--- config.mk ---
export PLATFORM = sky130hd
export DESIGN_NAME = pipeline_ctrl_n
export DESIGN_NICKNAME = d
export VERILOG_FILES = /design/src/rtl/pipe_ctrl_pkg.sv /design/src/rtl/mc_busy_tracker.sv /design/src/rtl/pipeline_ctrl_n.sv
export SDC_FILE = /design/constraint.sdc
export NUM_CORES = 1
export LEC_CHECK = 0
export BUFFER_PORTS_ARGS = -buffer_cell sky130_fd_sc_hd__buf_2
export CAP_MARGIN = 20
export CORE_AREA = 2 2 45 67
export CTS_CLUSTER_SIZE = 40
export DETAILED_ROUTE_END_ITERATION = 8
export DIE_AREA = 0 0 47 69
export GPL_TIMING_DRIVEN = 0
export PLACE_DENSITY = 0.82
export SLEW_MARGIN = 30
export SYNTH_ARGS = -nofsm -noshare
export SYNTH_HDL_FRONTEND = slang
export SYNTH_SLANG_ARGS = --single-unit
--- constraint.sdc ---
create_clock -name clk -period 2.2 [get_ports clk]
set_input_delay 0.44 -clock clk [delete_from_list [all_inputs] [get_ports clk]]
set_output_delay 0.44 -clock clk [all_outputs]
set_load 0.05 [all_outputs]
--- src/rtl/pipe_ctrl_pkg.sv ---
// pipe_ctrl_pkg: shared limits, stage names and counter width for the pipeline latch controller.
package pipe_ctrl_pkg;

    // Upper bounds on the controller's parameters
    localparam int PIPE_STAGE_MAX = 16;
    localparam int PIPE_MC_MAX    = 8;

    // Latch indices of the classic five-stage in-order core
    localparam int STG_IF_ID   = 0;
    localparam int STG_ID_EXE  = 1;
    localparam int STG_EXE_MEM = 2;
    localparam int STG_MEM_WB  = 3;

    // Width of the optional performance counters
    localparam int PERF_CNT_W = 32;

endpackage

--- src/rtl/mc_busy_tracker.sv ---
// mc_busy_tracker: busy flag for one multi-cycle unit, set by a start pulse and cleared by a done pulse.
module mc_busy_tracker (
    input  logic clk,
    input  logic reset,
    input  logic start,
    input  logic done,
    output logic busy
);

    // An idle unit only listens to start (a same-cycle done is ignored); a busy unit only listens to done
    always_ff @(posedge clk or posedge reset) begin
        if (reset) begin
            busy <= 1'b0;
        end else if (busy) begin
            busy <= ~done;
        end else begin
            busy <= start;
        end
    end

endmodule

--- src/rtl/pipeline_ctrl_n.sv ---
// pipeline_ctrl_n: load enables, flushes and valid bits for NUM_STAGES pipeline latches.
// Combines post-reset warm-up, stall hold propagation, flush squashing and a whole-pipe
// freeze while any multi-cycle unit is busy.
// Optional freeze/stall cycle counters are built when PIPE_CTRL_PERF_EN is defined.
module pipeline_ctrl_n
    import pipe_ctrl_pkg::*;
#(
    parameter int NUM_STAGES   = 4,
    parameter int NUM_MC_UNITS = 2
) (
    input  logic                    clk,
    input  logic                    reset,
    input  logic [NUM_STAGES-1:0]   i_stall_req,
    input  logic [NUM_STAGES-1:0]   i_flush_req,
    input  logic [NUM_MC_UNITS-1:0] i_mc_start,
    input  logic [NUM_MC_UNITS-1:0] i_mc_done,
    output logic [NUM_STAGES-1:0]   o_stage_ena,
    output logic [NUM_STAGES-1:0]   o_stage_flush,
    output logic [NUM_STAGES-1:0]   o_stage_valid,
    output logic [NUM_MC_UNITS-1:0] o_mc_busy,
    output logic                    o_freeze,
    output logic [PERF_CNT_W-1:0]   o_perf_freeze_cnt,
    output logic [PERF_CNT_W-1:0]   o_perf_stall_cnt
);

    logic [NUM_STAGES-1:0]   fill_q;
    logic [NUM_STAGES-1:0]   valid_q;
    logic [NUM_STAGES-1:0]   hold;
    logic [NUM_STAGES-1:0]   flush_hit;
    logic [NUM_STAGES-1:0]   bubble;
    logic [NUM_STAGES-1:0]   stage_ena;
    logic [NUM_STAGES-1:0]   load_val;
    logic [NUM_MC_UNITS-1:0] busy_q;
    logic                    freeze;

    genvar u;
    generate
        for (u = 0; u < NUM_MC_UNITS; u++) begin : g_mc
            mc_busy_tracker u_tracker (
                .clk   (clk),
                .reset (reset),
                .start (i_mc_start[u]),
                .done  (i_mc_done[u]),
                .busy  (busy_q[u])
            );
        end
    endgenerate

    assign freeze = |busy_q;

    // Stall and flush requests reach every upstream latch; a bubble enters where a hold boundary lies
    always_comb begin
        hold      = '0;
        flush_hit = '0;
        bubble    = '0;
        for (int i = 0; i < NUM_STAGES; i++) begin
            hold[i]      = |(i_stall_req >> i);
            flush_hit[i] = |(i_flush_req >> i);
        end
        for (int i = 1; i < NUM_STAGES; i++) begin
            bubble[i] = hold[i-1] & ~hold[i];
        end
    end

    assign stage_ena = fill_q & ~{NUM_STAGES{freeze}} & ~hold & ~flush_hit;
    assign load_val  = {valid_q[NUM_STAGES-2:0], 1'b1} & ~bubble;

    // Warm-up shift register: one more latch becomes live each unfrozen cycle after reset
    always_ff @(posedge clk or posedge reset) begin
        if (reset) begin
            fill_q <= '0;
        end else if (!freeze) begin
            fill_q <= {fill_q[NUM_STAGES-2:0], 1'b1};
        end
    end

    // Valid bits follow the data: squashed latches clear, enabled latches load from upstream
    always_ff @(posedge clk or posedge reset) begin
        if (reset) begin
            valid_q <= '0;
        end else begin
            valid_q <= (valid_q & ~flush_hit & ~stage_ena) | (load_val & stage_ena);
        end
    end

    assign o_stage_ena   = stage_ena;
    assign o_stage_flush = flush_hit & fill_q;
    assign o_stage_valid = valid_q;
    assign o_mc_busy     = busy_q;
    assign o_freeze      = freeze;

`ifdef PIPE_CTRL_PERF_EN
    logic [PERF_CNT_W-1:0] freeze_cnt_q;
    logic [PERF_CNT_W-1:0] stall_cnt_q;

    // Saturating counts of frozen cycles and of unfrozen cycles carrying any stall request
    always_ff @(posedge clk or posedge reset) begin
        if (reset) begin
            freeze_cnt_q <= '0;
            stall_cnt_q  <= '0;
        end else begin
            if (freeze && (freeze_cnt_q != '1)) begin
                freeze_cnt_q <= freeze_cnt_q + 1'b1;
            end
            if (!freeze && (|i_stall_req) && (stall_cnt_q != '1)) begin
                stall_cnt_q <= stall_cnt_q + 1'b1;
            end
        end
    end

    assign o_perf_freeze_cnt = freeze_cnt_q;
    assign o_perf_stall_cnt  = stall_cnt_q;
`else
    assign o_perf_freeze_cnt = '0;
    assign o_perf_stall_cnt  = '0;
`endif

endmodule

==> results.txt, run 1 <==
Total gr overflow -> 0
DP Area -> 0.00144 mm²
FF+latch count, synth -> 10
Placement Rows -> 23
CP most frequent cell -> nor3_2
Vias per cell -> 3.39
Post-Syn Area -> 0.00101 mm²
Pin count of the biggest net entering global routing -> 11
Library cells used by synthesis -> 23
Pint -> 0.449 mW
Area contributors post-synth -> buf_4 (49%), dfrtp_1 (25%), nor2_1 (3.3%)
DR vias -> 861
Sw Ratio -> 50.5%
Initial antenna violation count -> 0
GPL Wtd Cong -> 0.737
# DRC -> 0
Inserted Clock Buffers -> 3
Worst R2R Setup Slack -> 770 ps
Status -> complete, no violations
FF-to-FF End -> o_stage_valid[1]$_DFF_PP0_
Top Layer Used -> met4
Cell chain of the critical path -> nor3_2 -> nand4b_1 -> nor3_2 -> buf_2
CP endpoint kind -> output port
CP arrival -> 1530 ps
Critical path's largest stage delay -> 450 ps
Placed cell count -> 251
Met3 wire length -> 300 µm
Post-Syn Instances -> 123
Number of I/O port buffers -> 28
R2R depth -> 3
Crit path max fanout -> 7
Number of global-route vias before repair -> 756
Area leader, netlist -> buf_4
Leakage -> 0.939 nW
Worst skew pair latency -> 230 ps
Reg clk slew, reported paths -> 40 ps
Root Driver -> clkbuf_8
CP Launch Type -> flop
Syn avg cell area -> 8.23 µm²
Total Routing Usage GR -> 12.4%
Ports -> 93
Max Transition Viols Final -> 0
Initial Util -> 38.2%
Final hold vios -> 0
Cts hold-fix bufs -> 0
P_sw -> 0.459 mW
Initial DRC count -> 4
Die ar. -> 0.00324 mm²
Average wire per standard cell -> 7.56 µm
CTS sink cnt -> 10
Crit path max-delay cell type -> dfrtp_1
Routed WL -> 1.92 mm
# setup viols final -> 0
Die Ht -> 69 µm
Tmin final -> 1970 ps
R2r startpoint -> g_mc[0].u_tracker.busy$_DFF_PP0_
Pwr Density -> 611 mW/mm²
Fin crit share -> 89.7%
Clock Path Buffers -> 2
Die W -> 47 µm
Clock power share -> 20.5%
Setup_tns -> 0 ps
CTS tree -> yes
Synth top area share -> 48.9%
Max VDD drop -> 0.000365 V
Clock Skew -> 1.10 ps
Routed wl met2 -> 1.04 mm
DR pass1 iterations -> 2
# fillers -> 264
CORE AREA -> 0.00265 mm²
HP Class -> in2async
Most frequent cells after synthesis -> buf_4 (66), dfrtp_1 (10), nor2_1 (9), inv_1 (7)
H-tree Lvls -> 1
Main synth FF type -> dfrtp_1
Final net count -> 233
Global-route wire length before repair -> 3.00 mm
YS warnings -> 0
Flop pwr share -> 24.7%
Peak Freq -> 507 MHz
Antenna-violating nets left -> 0
CP Class -> reg2out
Critical Path RT -> 1760 ps
Most common cell in the netlist -> buf_4
Total of max-cap violations -> 0
Layout cell share with drive strength beyond 1 -> 47.0%
Post-route insts no fill -> 254
Synth async-reset ratio -> 100%
Post-synth EDFFs -> 0
Logic pwr share -> 54.8%
Register area share after synthesis -> 24.7%
Finished layout cell area -> 0.00149 mm²
P&R area growth vs syn -> 46.8%
Met1 WL -> 531 µm
Antenna Cells -> 0
RSZ-0062 raised after global routing -> false
Final HPWL DP -> 1.75 mm
Power Total -> 0.908 mW
[through the flow]
stage	hold WS [ps]	setup slack [ps]	utilization, %
after floorplan	280	213	-
after global routing	223	98.6	56.1
after CTS	193	81.5	56.0
final	182	226	56.1
after detailed placement	441	225	54.4
after global placement	434	212	54.4
[power groups by stage]
stage | Clock, mW | Sequential [mW] | Combinational, mW
floorplan | 0 | 0.223 | 0.449
global placement | 0 | 0.226 | 0.492
detailed placement | 0 | 0.227 | 0.493
CTS | 0.191 | 0.224 | 0.494
global route | 0.196 | 0.230 | 0.524
finish | 0.186 | 0.224 | 0.498
[state kept, by name (all words and copies together) (netlist names)]
name / cells
fill_q: 4
o_stage_valid: 4
g_mc.u_tracker.busy: 2
[final cells by class]
class / instances / area [µm²] / area share, %
tap: 37 / 46.3 / 3.11
clock buffer: 3 / 41.3 / 2.78
timing repair buffer: 28 / 140 / 9.43
sequential: 10 / 250 / 16.8
buffer: 66 / 495 / 33.3
inverter: 7 / 26.3 / 1.77
multi-input combinational: 103 / 487 / 32.7
[worst max path at each step]
stage | from | endpoint | cells after the start | slack (ps)
6_report | g_mc[0].u_tracker.busy$_DFF_PP0_ | o_stage_ena[0] | 4 | 230
5_1_grt | g_mc[0].u_tracker.busy$_DFF_PP0_ | o_stage_ena[0] | 4 | 100
4_1_cts | g_mc[0].u_tracker.busy$_DFF_PP0_ | o_stage_ena[0] | 4 | 80
3_5_place_dp | i_stall_req[3] | o_stage_ena[0] | 5 | 220
3_3_place_gp | i_stall_req[3] | o_stage_ena[0] | 5 | 210
2_1_floorplan | i_flush_req[3] | o_stage_ena[1] | 2 | 210
[metal layers]
metal / vias to the layer above / GRT usage [%]
li1: 456 / -
met1: 343 / 10.5
met2: 58 / 22.8
met3: 4 / 3.66
met4: 0 / 7.41
met5: - / 0
[critical path: cells and delay by family, from the launching register on]
| family | cells | cell delay [ps] |
|---|---|---|
| AND/OR/NAND/NOR | 3 | 570 |
| flip-flops | 1 | 450 |
| buffers and inverters | 1 | 280 |
[timing repair]
item	CTS	global route
buffers inserted	0	0
setup endpoints to repair	0	1
endpoints found under the hold margin	0	0
resized for setup	0	1
[logic make-up (layout without fill, tap and decap cells)]
group	Yosys count	count (layout)	synth area share [%]
AO/OA/AOI/OAI	9	9	6.43
buffers and inverters	73	104	51.5
flip-flops	10	10	24.7
multiplexers	3	3	2.97
other	1	64	0.370
AND/OR/NAND/NOR	27	27	14.0
[layout by cell type (no fill, tap or decap), types with 2 or more instances in the layout]
| master | synthesis | layout |
|---|---|---|
| inv_1 | 7 | 7 |
| nand4b_1 | 2 | 2 |
| mux2i_1 | 3 | 3 |
| o21ai_0 | 4 | 4 |
| nor2_1 | 9 | 9 |
| nand2_1 | 4 | 4 |
| dfrtp_1 | 10 | 10 |
| clkbuf_8 | 0 | 3 |
| buf_2 | 0 | 28 |
| a21boi_1 | 2 | 2 |
| buf_4 | 66 | 66 |
| conb_1 | 1 | 64 |
| nor3_2 | 0 | 2 |
Power figures use the tool's default switching activity.
==> inputs of run 2 (changes only) <==
--- a/config.mk
+++ b/config.mk
@@ -7,12 +7,12 @@
 export LEC_CHECK = 0
 export BUFFER_PORTS_ARGS = -buffer_cell sky130_fd_sc_hd__buf_2
 export CAP_MARGIN = 20
-export CORE_AREA = 2 2 45 67
+export CORE_AREA = 2 2 49 73
 export CTS_CLUSTER_SIZE = 40
 export DETAILED_ROUTE_END_ITERATION = 8
-export DIE_AREA = 0 0 47 69
+export DIE_AREA = 0 0 51 75
 export GPL_TIMING_DRIVEN = 0
-export PLACE_DENSITY = 0.82
+export PLACE_DENSITY = 0.73
 export SLEW_MARGIN = 30
 export SYNTH_ARGS = -nofsm -noshare
 export SYNTH_HDL_FRONTEND = slang
==> constraint.sdc (replaced) <==
create_clock -name clk -period 1.6 [get_ports clk]
set_input_delay 0.32 -clock clk [delete_from_list [all_inputs] [get_ports clk]]
set_output_delay 0.32 -clock clk [all_outputs]
set_load 0.05 [all_outputs]
==> results.txt, run 2 (synthesis results as in run 1) <==
Total gr overflow -> 0 (unchanged)
Worst skew pair latency -> 240 ps (about the same)
Power Total -> 1.38 mW (+52%)
Min Hold Slack -> 62.7 ps (-120 ps)
Final hold vios -> 0 (unchanged)
Root Driver -> clkbuf_8
Failing checks -> setup timing
Crit path max fanout -> 4 (-3)
Leakage -> 1.01 nW (+7.6%)
Pint -> 0.709 mW (+58%)
Critical path's largest stage delay -> 430 ps (-20 ps)
DR pass1 iterations -> 3 (+1)
Layout cell share with drive strength beyond 1 -> 53.3% (+6.3 points)
H-tree Lvls -> 1 (unchanged)
Clock power share -> 23.3% (+2.8 points)
P_sw -> 0.670 mW (+46%)
Crit path max-delay cell type -> dfrtp_2
DR vias -> 892 (+3.6%)
Most common cell after layout, fill and taps aside -> buf_4
CP endpoint kind -> output port
Total Routing Usage GR -> 10.7% (-1.7 points)
Initial antenna violation count -> 0 (unchanged)
Clock Path Buffers -> 2 (unchanged)
Peak Freq -> 572 MHz
Antenna-violating nets left -> 0 (unchanged)
Die W -> 51 µm (+8.5%)
Final net count -> 242 (+3.9%)
# DRC -> 0 (unchanged)
Final HPWL DP -> 1.72 mm (-1.7%)
Ports -> 93 (unchanged)
CTS sink cnt -> 10 (unchanged)
Max VDD drop -> 0.000332 V (-9.2%)
R2R depth -> 4 (+1)
Total of max-cap violations -> 0 (unchanged)
RSZ-0062 raised after global routing -> true
CORE AREA -> 0.00316 mm² (+19%)
Sw Ratio -> 48.6% (-2.0 points)
Vias per cell -> 3.34 (-1.4%)
Fin crit share -> 109%
Clock Skew -> 1.22 ps (+0.112 ps)
CP most frequent cell -> nor3_4
Initial Util -> 32.0% (-6.2 points)
Pwr Density -> 828 mW/mm² (+36%)
Flop pwr share -> 22.8% (-1.9 points)
CP arrival -> 1430 ps (-100 ps)
CP Launch Type -> flop
Setup_tns -> -528 ps (-528 ps)
Average wire per standard cell -> 8.00 µm (+5.9%)
Number of global-route vias before repair -> 737 (-2.5%)
Logic pwr share -> 53.9% (-0.9 points)
HP Class -> in2async
Inserted Clock Buffers -> 3 (unchanged)
# fillers -> 306 (+16%)
CTS tree -> yes
Status -> complete, but fails checks
Most frequent cells in the layout -> buf_4 (76), conb_1 (64), buf_2 (21)
Antenna Cells -> 0 (unchanged)
Global-route wire length before repair -> 3.03 mm (+0.93%)
Tmin final -> 1750 ps
Die Ht -> 75 µm (+8.7%)
Setup ws final -> -150 ps (-376 ps)
Placement Rows -> 25 (+8.7%)
Cts hold-fix bufs -> 0 (unchanged)
Die ar. -> 0.00383 mm² (+18%)
Initial DRC count -> 5 (+1)
Cell chain of the critical path -> nor3_4 -> nand4b_1 -> nor3_4 -> buf_6
Routed WL -> 2.14 mm (+11%)
# setup viols final -> 4 (+4)
Number of I/O port buffers -> 28 (unchanged)
Critical Path RT -> 1280 ps (-480 ps)
Worst R2R Setup Slack -> 50 ps (-720 ps)
CP Class -> reg2out
P&R area growth vs syn -> 64.4%
Max Transition Viols Final -> 0 (unchanged)
Pin count of the biggest net entering global routing -> 11 (unchanged)
GPL Wtd Cong -> 0.708 (-4.0%)
Reg clk slew, reported paths -> 50 ps (about the same)
==> run 2: power groups by stage <==
stage | combinational [mW] | sequential, mW | clock [mW]
final | 0.743 | 0.315 | 0.321
after global routing | 0.776 | 0.318 | 0.346
after CTS | 0.728 | 0.313 | 0.332
after floorplan | 0.619 | 0.306 | 0
after global placement | 0.680 | 0.311 | 0
after detailed placement | 0.683 | 0.313 | 0
==> run 2: area by class of cell <==
class                      instances  area (µm²)  area share [%]
buffer                            66         495            29.8
timing repair buffer              37         248            14.9
inverter                           7        26.3            1.58
tap                               40        50.0            3.01
clock buffer                       4        55.1            3.31
sequential                        10         253            15.2
multi-input combinational        103         537            32.3
==> run 2: worst paths after layout <==
| path | startpoint | end |
|---|---|---|
| min reg2reg | fill_q[1]$_DFFE_PP0N_ | fill_q[2]$_DFFE_PP0N_ |
| max in group asynchronous | reset | g_mc[0].u_tracker.busy$_DFF_PP0_ |
| min | reset | o_stage_valid[0]$_DFF_PP0_ |
| min in group clk | i_mc_done[1] | g_mc[1].u_tracker.busy$_DFF_PP0_ |
| max reg2reg | g_mc[0].u_tracker.busy$_DFF_PP0_ | o_stage_valid[1]$_DFF_PP0_ |
| max | g_mc[0].u_tracker.busy$_DFF_PP0_ | o_stage_ena[0] |
==> run 2: critical path: cells and delay by family (launching register included) <==
kind                   cells  cell delay, ps
AND/OR/NAND/NOR            3             580
flip-flops                 1             430
buffers and inverters      1             180
==> run 2: repair_timing <==
action,4_1_cts,5_1_grt
pin swaps,5,2
setup endpoints to repair,6,8
gates resized for setup,20,6
setup buffers,8,1
==> run 2: per-stage QoR <==
step | worst slack [ps] | cells | util, % | instance area [µm²]
finish | -150 | 267 | 52.7 | 1660
global route | -232 | 267 | 52.7 | 1660
CTS | -164 | 266 | 52.1 | 1650
detailed placement | -232 | 254 | 46.1 | 1460
global placement | -218 | 254 | 46.1 | 1460
floorplan | -55.9 | 186 | - | 1260
==> run 2: per-layer routing <==
layer	global-route usage, %	wire length (µm)
met5	0	0
met4	7.21	59
met1	10.1	658
met3	3.77	354
met2	19.3	1060
